==> config.mk <==
export PLATFORM = sky130hd
export DESIGN_NAME = tcp_tx_sched_flat
export DESIGN_NICKNAME = d
export VERILOG_FILES = /design/src/rtl/tcp_tx_sched_if.sv /design/src/rtl/tcp_tx_sched.sv /design/src/flat_wrapper.sv
export SDC_FILE = /design/constraint.sdc
export NUM_CORES = 1
export LEC_CHECK = 0
export ABC_CLOCK_PERIOD_IN_PS = 4150
export CAP_MARGIN = 20
export CORE_ASPECT_RATIO = 0.5
export CORE_MARGIN = 1.5
export CORE_UTILIZATION = 43
export DETAILED_ROUTE_END_ITERATION = 6
export GPL_TIMING_DRIVEN = 0
export PLACE_DENSITY = 0.82
export SLEW_MARGIN = 5
export SYNTH_ARGS = -nofsm -noshare
export SYNTH_HDL_FRONTEND = slang
export SYNTH_SLANG_ARGS = --single-unit
==> constraint.sdc <==
create_clock -name BUS_CLK -period 4.15 [get_ports BUS_CLK]
set_input_delay 0.83 -clock BUS_CLK [delete_from_list [all_inputs] [get_ports BUS_CLK]]
set_output_delay 0.83 -clock BUS_CLK [all_outputs]
set_load 0.1 [all_outputs]
==> src/rtl/tcp_tx_sched_if.sv <==
// Bundle between the TX scheduler, its two request FIFOs and the TCP byte sink.
interface tcp_tx_sched_if;
  logic [1:0]  REQ_EMPTY;
  logic [63:0] REQ_DATA;
  logic [1:0]  REQ_READ;
  logic        TCP_TX_AFULL;
  logic        TCP_TX_WR;
  logic [7:0]  TCP_TX_DATA;

  modport master (
    input  REQ_EMPTY, REQ_DATA, TCP_TX_AFULL,
    output REQ_READ, TCP_TX_WR, TCP_TX_DATA
  );

  modport slave (
    output REQ_EMPTY, REQ_DATA, TCP_TX_AFULL,
    input  REQ_READ, TCP_TX_WR, TCP_TX_DATA
  );
endinterface

==> src/rtl/tcp_tx_sched.sv <==
// Round-robin scheduler draining two 32-bit request FIFOs into a tagged byte stream:
// each word goes out as one tag byte followed by its four bytes, MSB first.
module tcp_tx_sched #(
  parameter int         MAX_BURST = 16,
  parameter logic [7:0] TAG_BASE  = 8'hA0
) (
  input  logic           BUS_CLK,
  input  logic           BUS_RST,
  input  logic           ENABLE,
  tcp_tx_sched_if.master bus,
  output logic           BUSY,
  output logic [15:0]    WORD_CNT
);
  typedef enum logic [1:0] {IDLE = 2'd0, FETCH = 2'd1, SEND = 2'd2} state_t;

  localparam logic [7:0] BURST_MAX = 8'(MAX_BURST);
  localparam logic [2:0] LAST_BYTE = 3'd4;

  state_t      state_q;
  logic        grant_q;
  logic        last_grant_q;
  logic        grant_d;
  logic [7:0]  burst_cnt_q;
  logic [2:0]  byte_idx_q;
  logic [31:0] word_q;
  logic        wr_q;
  logic [7:0]  data_q;
  logic        busy_q;
  logic [15:0] word_cnt_q;
  logic [1:0]  read_d;
  logic [31:0] fetch_word;
  logic        issue;

  assign fetch_word = grant_q ? bus.REQ_DATA[63:32] : bus.REQ_DATA[31:0];
  assign issue      = (state_q == SEND) && !bus.TCP_TX_AFULL;

  // The source that did not win last time has priority when both request.
  always_comb begin
    grant_d = last_grant_q;
    if (!bus.REQ_EMPTY[~last_grant_q]) grant_d = ~last_grant_q;
  end

  always_comb begin
    read_d = 2'b00;
    if (state_q == FETCH && !bus.REQ_EMPTY[grant_q]) read_d[grant_q] = 1'b1;
  end

  always_ff @(posedge BUS_CLK) begin
    if (BUS_RST) begin
      state_q      <= IDLE;
      grant_q      <= 1'b0;
      last_grant_q <= 1'b1;
      burst_cnt_q  <= 8'd0;
      byte_idx_q   <= 3'd0;
      wr_q         <= 1'b0;
      data_q       <= 8'h00;
      busy_q       <= 1'b0;
      word_cnt_q   <= 16'd0;
    end else begin
      wr_q <= 1'b0;
      case (state_q)
        IDLE: begin
          if (ENABLE && !(&bus.REQ_EMPTY)) begin
            grant_q      <= grant_d;
            last_grant_q <= grant_d;
            state_q      <= FETCH;
            busy_q       <= 1'b1;
          end
        end
        FETCH: begin
          byte_idx_q  <= 3'd0;
          burst_cnt_q <= burst_cnt_q + 8'd1;
          state_q     <= SEND;
        end
        SEND: begin
          if (issue) begin
            wr_q       <= 1'b1;
            byte_idx_q <= byte_idx_q + 3'd1;
            data_q     <= (byte_idx_q == 3'd0) ? (TAG_BASE | {7'd0, grant_q}) : word_q[31:24];
            // ENABLE only gates the next fetch; a word already started always completes.
            if (byte_idx_q == LAST_BYTE) begin
              word_cnt_q <= word_cnt_q + 16'd1;
              if (burst_cnt_q < BURST_MAX && ENABLE && !bus.REQ_EMPTY[grant_q]) begin
                state_q <= FETCH;
              end else begin
                state_q     <= IDLE;
                busy_q      <= 1'b0;
                burst_cnt_q <= 8'd0;
              end
            end
          end
        end
        default: begin
          state_q <= IDLE;
          busy_q  <= 1'b0;
        end
      endcase
    end
  end

  // Word shift register: loaded on fetch, shifted after each payload byte.
  always_ff @(posedge BUS_CLK) begin
    if (state_q == FETCH) begin
      word_q <= fetch_word;
    end else if (issue && byte_idx_q != 3'd0) begin
      word_q <= {word_q[23:0], 8'h00};
    end
  end

  assign bus.REQ_READ    = read_d;
  assign bus.TCP_TX_WR   = wr_q;
  assign bus.TCP_TX_DATA = data_q;
  assign BUSY            = busy_q;
  assign WORD_CNT        = word_cnt_q;
endmodule

==> src/flat_wrapper.sv <==
// flat-port wrapper written by rule: the top's interface ports become plain ports
module tcp_tx_sched_flat 
#(
  parameter int         MAX_BURST = 16,
  parameter logic [7:0] TAG_BASE  = 8'hA0
)
  (BUS_CLK, BUS_RST, ENABLE, BUSY, WORD_CNT, bus_REQ_EMPTY, bus_REQ_DATA, bus_TCP_TX_AFULL, bus_REQ_READ, bus_TCP_TX_WR, bus_TCP_TX_DATA);
  tcp_tx_sched_if bus_i ();
  input  logic BUS_CLK;
  input  logic BUS_RST;
  input  logic ENABLE;
  output logic BUSY;
  output logic [15:0] WORD_CNT;
  input wire logic [$bits(bus_i.REQ_EMPTY)-1:0] bus_REQ_EMPTY;
  input wire logic [$bits(bus_i.REQ_DATA)-1:0] bus_REQ_DATA;
  input wire logic [$bits(bus_i.TCP_TX_AFULL)-1:0] bus_TCP_TX_AFULL;
  output wire logic [$bits(bus_i.REQ_READ)-1:0] bus_REQ_READ;
  output wire logic [$bits(bus_i.TCP_TX_WR)-1:0] bus_TCP_TX_WR;
  output wire logic [$bits(bus_i.TCP_TX_DATA)-1:0] bus_TCP_TX_DATA;
  assign bus_i.REQ_EMPTY = bus_REQ_EMPTY;
  assign bus_i.REQ_DATA = bus_REQ_DATA;
  assign bus_i.TCP_TX_AFULL = bus_TCP_TX_AFULL;
  assign bus_REQ_READ = bus_i.REQ_READ;
  assign bus_TCP_TX_WR = bus_i.TCP_TX_WR;
  assign bus_TCP_TX_DATA = bus_i.TCP_TX_DATA;
  tcp_tx_sched #(.MAX_BURST(MAX_BURST), .TAG_BASE(TAG_BASE)) u_core (.BUS_CLK(BUS_CLK), .BUS_RST(BUS_RST), .ENABLE(ENABLE), .bus(bus_i), .BUSY(BUSY), .WORD_CNT(WORD_CNT));
endmodule
==> results.sh <==
export IMPL_status="finished clean"
export IMPL_io_buffers=96
export IMPL_yosysMostFrequentCell="nand2_1"
export IMPL_place_area_um2=4539
export IMPL_drt_total_wl_um=7835
export IMPL_hold_ws_ps=455.8
export IMPL_root_buffer="clkbuf_16"
export IMPL_start_util_pct=45.50
export IMPL_drc=0
export IMPL_worstPathArrival_ps=3190
export IMPL_cts_buffers=9
export IMPL_cts_sinks=73
export IMPL_cts_setup_buffers=0
export IMPL_setup_viol=0
export IMPL_relSlewSlack_pct=34.99
export IMPL_synth_common_cells="nand2_1 (42), dfxtp_1 (41), o21ai_0 (35), mux2i_1 (34), edfxtp_1 (32)"
export IMPL_ys_flop_type="dfxtp_1"
export IMPL_grt_total_usage_pct=19.82
export IMPL_critPathRequiredTime_ps=3320
export IMPL_fin_crit_ps=4017
export IMPL_dr_pass1_iters=4
export IMPL_r2r_start="u_core.state_q[1]"
export IMPL_end_kind="primary output"
export IMPL_power_leakage_nw=1.621
export IMPL_dieArea_um2=8499
export IMPL_hp_class="register to register"
export IMPL_crit_type="register to primary output"
export IMPL_r2r_end="u_core.WORD_CNT[15]"
export IMPL_rows=22
export IMPL_ys_async_sr_fraction_pct=0
export IMPL_place_congestion=0.7842
export IMPL_reg2reg_depth=6
export IMPL_avgSynthCellArea_um2=9.707
export IMPL_startpoint_type="register"
export IMPL_vias=2886
export IMPL_grt_remaining_overflow=0
export IMPL_drive_gt1_share_pct=4.095
export IMPL_htreeDepth=3
export IMPL_ys_warn_count=0
export IMPL_yosys_register_bits=73
export IMPL_rrSetupSlack_ps=1980
export IMPL_post_cts_hold_buffer_count=0
export IMPL_synth_top_cell_by_area="edfxtp_1"
export IMPL_crit_start="u_core.grant_q"
export IMPL_clock_latency_ps=340
export IMPL_cts_tree="built"
export IMPL_post_cts_resized_instances=0
export IMPL_synth_edf_count=32
export IMPL_syn2layout_area_growth_pct=40.62
export IMPL_dp_slack_ps=456.4
export IMPL_ys_seq_area_share_pct=52.30
export IMPL_rsz0062_at_grt="false"
export IMPL_tightest_slew_ps=972.1
export IMPL_ir_drop_mv=0.2249
export IMPL_syn_area_um2=3407
export IMPL_totalPowerFinal_mw=1.677
export IMPL_cts_max_path_buffers=2
export IMPL_fin_skew_ps=4.238
export IMPL_timing_final_ws_setup_ps=132.8
export IMPL_grt_max_degree=30
export IMPL_grt_pass1_vias=2707
export IMPL_dp_cells=556
export IMPL_final_nets=533
export IMPL_fin_cells=572
export IMPL_max_freq_ghz=0.2489
export IMPL_wl_per_cell_um=13.70
export IMPL_fin_crit_sh_pct=96.80
export IMPL_power_density_nw_per_um2=350.1
export IMPL_slew_violations=0
export IMPL_hold_depth=2
export IMPL_clkTransAtPathRegs_ps=50
export IMPL_die_h_um=65.94
export IMPL_yosysUniqueCellTypes=38
export IMPL_diodes=0
export IMPL_dieWidth_um=128.9
export IMPL_cap_violations=0
export IMPL_grt_pass1_wl_um=12650
export IMPL_io_pins=98
export IMPL_grt_antenna_before_repair=0
export IMPL_stdcell_area_um2=4791
export IMPL_core_um2=7487
export IMPL_yosys_top_cells_area="edfxtp_1 (28%), dfxtp_1 (24%), mux2i_1 (10%)"
export IMPL_hpwl_um=5637
export IMPL_synthCells=351
export IMPL_synth_nets=425
export IMPL_final_hold_viol_count=0
export IMPL_cp_endpoint="bus_REQ_READ[1]"
export IMPL_ant_nets=0
export IMPL_via_per_inst=5.045
export IMPL_fin_util_pct=63.99
export IMPL_synth_top_cell_area_share_pct=28.20
export IMPL_cp_max_fo=10
export IMPL_drt_iter0_markers=184
export IMPL_fin_setup_tns_ps=0
cells in the final DEF, fill, tap and decap left out, types with 2 or more instances in the layout:
cell,Yosys,final
or3b_2,2,2
a21oi_1,20,20
nor3_1,12,12
buf_1,4,4
xor2_1,6,6
nand2_1,42,42
buf_2,2,2
clkbuf_1,17,23
and3_1,2,2
nand3_1,13,13
nor3b_1,3,2
clkbuf_16,0,9
or3_1,9,9
nand2b_1,4,4
nor2_1,30,30
clkdlybuf4s50_1,0,96
dfxtp_1,41,41
nor4_1,2,2
inv_1,5,5
ha_1,4,4
a31o_2,2,2
xnor2_1,7,7
a21o_1,2,2
nor2b_1,2,2
edfxtp_1,32,32
nand4_1,6,6
mux2i_1,34,34
a31oi_1,2,2
o21ai_0,35,34
worst min-delay path by stage:
stage	from	end	slack [ps]
CTS	u_core.bus.TCP_TX_DATA[6]	u_core.bus.TCP_TX_DATA[6]	460
global placement	u_core.bus.TCP_TX_DATA[6]	u_core.bus.TCP_TX_DATA[6]	450
global route	u_core.bus.TCP_TX_DATA[6]	u_core.bus.TCP_TX_DATA[6]	470
floorplan	u_core.byte_idx_q[1]	u_core.byte_idx_q[1]	460
detailed placement	u_core.bus.TCP_TX_DATA[6]	u_core.bus.TCP_TX_DATA[6]	450
finish	u_core.bus.TCP_TX_DATA[6]	u_core.bus.TCP_TX_DATA[6]	460
worst max-delay path: stages, from the launching register on:
cell and delay [ps]:
dfxtp_1 300, clkbuf_1 550, buf_1 570, nor3b_2 270, clkdlybuf4s50_1 1150
layer usage:
metal	GRT usage, %	routed length (um)	up-vias
met1	23.99	3500	1328
met5	0	0	-
met4	8.006	80	0
li1	-	-	1470
met2	33.29	3858	79
met3	6.149	395	9
layout make-up:
type / instances / area (um2)
plain buffers: 23 / 88.84
clock buffers: 15 / 247.7
clock inverters: 1 / 3.754
fillers: 636 / 2696
inverters: 5 / 18.77
multi-input cells: 250 / 1534
flip-flops and latches: 73 / 1782
well taps: 108 / 135.1
repair buffers: 97 / 980.9
state kept, by name (all words and copies together), names as in the netlist:
register	count
u_core.BUSY	1
u_core.WORD_CNT	16
u_core.burst_cnt_q	8
u_core.bus.TCP_TX_DATA	8
u_core.bus.TCP_TX_WR	1
u_core.byte_idx_q	3
u_core.grant_q	1
u_core.last_grant_q	1
u_core.state_q	2
u_core.word_q	32
where the power goes:
part	switching (mW)	internal, mW
Sequential	0.00817	0.779
Combinational	0.108	0.106
Clock	0.273	0.404
Total	0.389	1.29
cell families after synthesis:
group | synth area share [%]
flip-flops | 52.30
multiplexers | 9.989
XOR/XNOR | 3.342
AND/OR/NAND/NOR | 19.57
buffers and inverters | 3.158
AO/OA/AOI/OAI | 10.17
adder cells (fa/ha/maj) | 1.469
Note: power is estimated with default switching activity, not from simulation.
